### src/rtl/alu_seq_pkg.sv
// Shared types and constants for the ALU sequencer and its regs/ALU datapath.
// Flag vector layout is {Z, C, N, V}, forwarded from the ALU unmodified.
package alu_seq_pkg;

    localparam int unsigned DATA_WIDTH = 32;
    localparam int unsigned SEL_WIDTH  = 4;
    localparam int unsigned UOP_WIDTH  = 5;
    localparam int unsigned FLAG_W     = 4;

    localparam int unsigned FLAG_Z = 3;
    localparam int unsigned FLAG_C = 2;
    localparam int unsigned FLAG_N = 1;
    localparam int unsigned FLAG_V = 0;

    localparam logic [UOP_WIDTH-1:0] UOP_PASS = 5'b00000;
    localparam logic [UOP_WIDTH-1:0] UOP_ADD  = 5'b00001;
    localparam logic [UOP_WIDTH-1:0] UOP_SUB  = 5'b00010;
    localparam logic [UOP_WIDTH-1:0] UOP_AND  = 5'b00011;
    localparam logic [UOP_WIDTH-1:0] UOP_OR   = 5'b00100;
    localparam logic [UOP_WIDTH-1:0] UOP_XOR  = 5'b00101;

    typedef enum logic [1:0] {
        StIdle,
        StRead,
        StExec,
        StWb
    } seq_state_e;

endpackage

### src/rtl/alu_sequencer.sv
// Sequences one regs/ALU operation at a time: accept, read operands, execute, write back.
// Selects and data outputs always reflect latched values; strobes fire only in write-back.
module alu_sequencer
    import alu_seq_pkg::*;
#(
    parameter int unsigned DATA_W = DATA_WIDTH,
    parameter int unsigned SEL_W  = SEL_WIDTH,
    parameter int unsigned UOP_W  = UOP_WIDTH
) (
    input  logic              clock,
    input  logic              reset,
    input  logic              instr_valid,
    output logic              instr_ready,
    input  logic [SEL_W-1:0]  instr_rd,
    input  logic [SEL_W-1:0]  instr_rn,
    input  logic [SEL_W-1:0]  instr_rm,
    input  logic [UOP_W-1:0]  instr_uop,
    input  logic              instr_imm_en,
    input  logic [DATA_W-1:0] instr_imm,
    input  logic              instr_wb,
    input  logic              instr_setflags,
    output logic [SEL_W-1:0]  sel_p0,
    output logic [SEL_W-1:0]  sel_p1,
    input  logic [DATA_W-1:0] p0,
    input  logic [DATA_W-1:0] p1,
    output logic [SEL_W-1:0]  sel_in,
    output logic [DATA_W-1:0] in_reg,
    output logic              reg_we,
    output logic [DATA_W-1:0] alu_lhs,
    output logic [DATA_W-1:0] alu_rhs,
    output logic [UOP_W-1:0]  alu_uop,
    input  logic [DATA_W-1:0] alu_out,
    input  logic [FLAG_W-1:0] alu_flags,
    output logic [FLAG_W-1:0] flags_in,
    output logic              flags_we,
    output logic              done
);

    seq_state_e state_q, state_d;

    logic [SEL_W-1:0]  rd_q, rn_q, rm_q;
    logic [UOP_W-1:0]  uop_q;
    logic              imm_en_q, wb_q, setflags_q;
    logic [DATA_W-1:0] imm_q, lhs_q, rhs_q, res_q;
    logic [FLAG_W-1:0] flg_q;
    logic              accept;

    assign accept = instr_valid && instr_ready;

    always_ff @(posedge clock) begin
        if (reset) begin
            state_q <= StIdle;
        end else begin
            state_q <= state_d;
        end
    end

    always_comb begin
        state_d = state_q;
        unique case (state_q)
            StIdle:  if (accept) state_d = StRead;
            StRead:  state_d = StExec;
            StExec:  state_d = StWb;
            StWb:    state_d = accept ? StRead : StIdle;
            default: state_d = StIdle;
        endcase
    end

    always_comb begin
        instr_ready = 1'b0;
        reg_we      = 1'b0;
        flags_we    = 1'b0;
        done        = 1'b0;
        unique case (state_q)
            StIdle: instr_ready = 1'b1;
            StWb: begin
                instr_ready = 1'b1;
                reg_we      = wb_q;
                flags_we    = setflags_q;
                done        = 1'b1;
            end
            default: ;
        endcase
    end

    // An instruction accepted in write-back reads one edge later, so it sees the new value.
    always_ff @(posedge clock) begin
        if (reset) begin
            rd_q       <= '0;
            rn_q       <= '0;
            rm_q       <= '0;
            uop_q      <= '0;
            imm_en_q   <= 1'b0;
            imm_q      <= '0;
            wb_q       <= 1'b0;
            setflags_q <= 1'b0;
            lhs_q      <= '0;
            rhs_q      <= '0;
            res_q      <= '0;
            flg_q      <= '0;
        end else begin
            if (accept) begin
                rd_q       <= instr_rd;
                rn_q       <= instr_rn;
                rm_q       <= instr_rm;
                uop_q      <= instr_uop;
                imm_en_q   <= instr_imm_en;
                imm_q      <= instr_imm;
                wb_q       <= instr_wb;
                setflags_q <= instr_setflags;
            end
            if (state_q == StRead) begin
                lhs_q <= p0;
                rhs_q <= imm_en_q ? imm_q : p1;
            end
            if (state_q == StExec) begin
                res_q <= alu_out;
                flg_q <= alu_flags;
            end
        end
    end

    assign sel_p0   = rn_q;
    assign sel_p1   = rm_q;
    assign alu_lhs  = lhs_q;
    assign alu_rhs  = rhs_q;
    assign alu_uop  = uop_q;
    assign sel_in   = rd_q;
    assign in_reg   = res_q;
    assign flags_in = flg_q;

endmodule

### config.mk
export PLATFORM = sky130hd
export DESIGN_NAME = alu_sequencer
export DESIGN_NICKNAME = d
export VERILOG_FILES = /design/src/rtl/alu_seq_pkg.sv /design/src/rtl/alu_sequencer.sv
export SDC_FILE = /design/constraint.sdc
export NUM_CORES = 1
export LEC_CHECK = 0
export BUFFER_PORTS_ARGS = -buffer_cell sky130_fd_sc_hd__buf_4
export CAP_MARGIN = 20
export CORE_MARGIN = 5
export CORE_UTILIZATION = 40
export CTS_CLUSTER_DIAMETER = 100
export DETAILED_ROUTE_END_ITERATION = 7
export HOLD_SLACK_MARGIN = 0.03
export PLACE_DENSITY = 0.69
export REMOVE_ABC_BUFFERS = 1
export SLEW_MARGIN = 10
export SYNTH_ARGS = -nofsm -noshare
export SYNTH_HDL_FRONTEND = slang
export SYNTH_SLANG_ARGS = --single-unit
### constraint.sdc
create_clock -name clock -period 2.5 [get_ports clock]
set_input_delay 0.125 -clock clock [delete_from_list [all_inputs] [get_ports clock]]
set_output_delay 0.125 -clock clock [all_outputs]
set_load 0.01 [all_outputs]
==> metrics.json <==
{
  "num-fill-cells": {"value": 1128},
  "critical_path_arrival": {"value": 2.28, "unit": "ns"},
  "report.final.setup_viol": {"value": 0},
  "layout-drive-gt1-share": {"value": 32.8, "unit": "%"},
  "post-place-cells": {"value": 1033},
  "vdd.ir_drop.worst": {"value": 0.575, "unit": "mV"},
  "busiest_layer": {"value": "met2"},
  "timing.critical_path.buf_inv": {"value": 2},
  "finalNonFillerCells": {"value": 1184},
  "synth_largest_type_area_fraction": {"value": 52.7, "unit": "%"},
  "grt_pass1_wl": {"value": 27900, "unit": "um"},
  "gr-usage-met1": {"value": 23.0, "unit": "%"},
  "viasPerCell": {"value": 4.69},
  "hold_violations": {"value": 0},
  "post-synth-top-count-cell": {"value": "dfxtp_1"},
  "cts_buffer_depth": {"value": 2},
  "critical_path_required": {"value": 2.84, "unit": "ns"},
  "crit_path_max_incr_delay": {"value": 0.42, "unit": "ns"},
  "max-slew-margin-rel": {"value": 58.1, "unit": "%"},
  "async_flop_share": {"value": 0, "unit": "%"},
  "clk-insertion-delay-late": {"value": 0.41, "unit": "ns"},
  "detail_route.wl_per_cell": {"value": 15.4, "unit": "um"},
  "drt_drc_violations_left": {"value": 0},
  "timing.critical_path.max_delay_family": {"value": "simple AND/OR/NAND/NOR gates"},
  "grt_resource_usage_total": {"value": 20.6, "unit": "%"},
  "syn2layout_area_growth": {"value": 66.6, "unit": "%"},
  "vias_in_the_first_global_route": {"value": 5632},
  "ys_top_cells_by_area": {"value": "dfxtp_1, mux2i_1, nand2_1"},
  "fmax": {"value": 516, "unit": "MHz"},
  "synthTopCellsByCount": {"value": "dfxtp_1, nand2_1, mux2i_1, nor2_1, a21oi_1"},
  "dp_hpwl": {"value": 11900, "unit": "um"},
  "rsz0062_at_grt": {"value": "no"},
  "slew_viol_final": {"value": 0},
  "num_antenna_cells": {"value": 0},
  "total_leakage_power": {"value": 4.23, "unit": "nW"},
  "worstHoldPathType": {"value": "in2reg"},
  "minimum_clock_period": {"value": 1.94, "unit": "ns"},
  "io-pin-count": {"value": 276},
  "placementRows": {"value": 44},
  "total_via_count_in_the_routed_design": {"value": 5558},
  "core_area": {"value": 14400, "unit": "um^2"},
  "antenna_violations_before_repair": {"value": 0},
  "fin_tns_setup": {"value": 0, "unit": "ns"},
  "yosysSeqAreaShare": {"value": 52.7, "unit": "%"},
  "gr-usage-met3": {"value": 7.68, "unit": "%"},
  "synth-seq-cells": {"value": 154},
  "detail_route.first_pass.iterations": {"value": 4},
  "final.period_utilization": {"value": 77.5, "unit": "%"},
  "portBuffers": {"value": 275},
  "yosys.area.top_type": {"value": "dfxtp_1"},
  "critPathCaptureType": {"value": "flip-flop"},
  "detail-route-antenna-nets": {"value": 0},
  "die_width": {"value": 131, "unit": "um"},
  "post-place-ws": {"value": 0.547, "unit": "ns"},
  "pwr_density_cell": {"value": 921, "unit": "nW/um^2"},
  "gr-usage-met2": {"value": 35.2, "unit": "%"},
  "cts.sink_count": {"value": 154},
  "slew_at_the_pin_closest_to_its_max_slew_limit": {"value": 0.629, "unit": "ns"},
  "sequential_cell_area": {"value": 3080, "unit": "um^2"},
  "clkTransAtPathRegs": {"value": 0.06, "unit": "ns"},
  "post-route-worst-setup-slack": {"value": 0.562, "unit": "ns"},
  "worst_hold_slack": {"value": 0.0487, "unit": "ns"},
  "worst_setup_path_start_kind": {"value": "flip-flop"},
  "start_util": {"value": 40.5, "unit": "%"},
  "critical_path_fanout_max": {"value": 23},
  "cts-buffers-inserted": {"value": 17},
  "routed_wirelength": {"value": 18200, "unit": "um"},
  "synthesis.area": {"value": 5850, "unit": "um^2"},
  "gp_congestion": {"value": 0.755},
  "total_power": {"value": 0.00897, "unit": "W"},
  "drt_first_iter_violations": {"value": 276},
  "worst_path_max_delay_cell": {"value": "dfxtp_1"},
  "cts_tree": {"value": "built"},
  "pin_count_of_the_biggest_net_entering_global_routing": {"value": 49},
  "synthDistinctLibCells": {"value": 21},
  "die_area": {"value": 17100, "unit": "um^2"},
  "post_cts_resize_count": {"value": 0},
  "syn-mean-instance-area": {"value": 9.60, "unit": "um^2"},
  "synth_warnings": {"value": 0},
  "nets": {"value": 1148},
  "die_h": {"value": 131, "unit": "um"},
  "ctsRootBufferMaster": {"value": "clkbuf_16"},
  "timing_worst_setup_path_type": {"value": "reg2reg"},
  "postSynthCellCount": {"value": 609},
  "globalRouteOverflowTotal": {"value": 0},
  "synth_enable_flop_cells": {"value": 0},
  "h_tree_depth": {"value": 4},
  "critical_path.cell_chain": {"value": "inv_1 -> ha_1 -> nand2b_2 -> buf_4 -> nand2_1 -> a21oi_1"},
  "timing.max_cap.violations": {"value": 0},
  "yosys_most_used_dff": {"value": "dfxtp_1"},
  "clock-skew-final": {"value": 0.0102, "unit": "ns"},
  "run_status": {"value": "finished, final reports clean"},
  "multi_input_comb_area": {"value": 2460, "unit": "um^2"}
}
placed cells by master, fill, tap and decap left out, types with 2 or more instances in the layout:
cell type      instances
inv_1                  3
nand2_1              104
and2_1                 3
clkinv_4               2
clkinvlp_4             2
buf_4                284
a21oi_1               53
nand2b_1               2
mux2i_1              100
a211oi_2               4
dlygate4sd3_1        120
buf_12                 4
nor2_1               100
dfxtp_1              153
ha_1                   3
clkbuf_16             17
a211oi_1              28
clkinv_2               6
power by group:
group	internal (W)	switching, W	leakage (nW)
combinational	0.00162	0.00163	2.70
clock	0.00138	0.00100	0.269
sequential	0.00302	0.000316	1.26
total	0.00602	0.00295	4.23
what timing repair did:
action,4_1_cts,5_1_grt
buffers inserted,0,0
hold endpoints to repair,120,0
hold buffers,120,0
endpoints found under the setup margin,0,0
layout make-up:
| class | instances | share of cell area, % |
|---|---|---|
| Inverter | 3 | 0.116 |
| Tap cell | 184 | 2.36 |
| Clock inverter | 12 | 1.04 |
| Timing Repair Buffer | 408 | 35.0 |
| Sequential cell | 154 | 31.7 |
| Multi-Input combinational cell | 404 | 25.2 |
| Clock buffer | 19 | 4.55 |
worst register-to-register path: stages (launching register included):
cell and delay [ns]:
dfxtp_1 0.42, inv_1 0.12, ha_1 0.36, nand2b_2 0.42, buf_4 0.32, nand2_1 0.09
a21oi_1 0.14
worst paths after layout:
kind / depth (start not counted) / slack [ns] / from / end
hold reg to reg: 2 / 0.45 / alu_uop[1] / alu_uop[1]
setup / recovery: 6 / 0.56 / state_q[0] / imm_q[21]
hold / removal: 3 / 0.05 / instr_valid / state_q[1]
setup reg to reg: 6 / 0.56 / state_q[0] / imm_q[21]
routing by layer:
metal / vias to the layer above / routed length, um / share of wire [%]
met5: - / 0 / 0
met4: 0 / 580 / 3.2
met3: 44 / 1370 / 7.5
met2: 197 / 9190 / 50
met1: 2530 / 7100 / 39
li1: 2787 / - / -
cells by family (layout without fill, tap and decap cells):
logic type | after synthesis | count (layout) | share of synthesized area (%)
fa+ha+maj | 5 | 5 | 1.07
flops | 154 | 154 | 52.7
simple gates | 211 | 211 | 13.8
compound gates | 88 | 88 | 9.54
buf+inv | 51 | 442 | 5.69
mux | 100 | 100 | 17.1
per-stage QoR:
| stage | instance area (um^2) | utilization, % |
|---|---|---|
| 2_1_floorplan | 5530 | - |
| 3_3_place_gp | 7990 | 55.4 |
| 3_5_place_dp | 7990 | 55.4 |
| 4_1_cts | 9740 | 67.5 |
| 5_1_grt | 9740 | 67.5 |
| 6_report | 9740 | 67.5 |
Power figures use the tool's default switching activity.
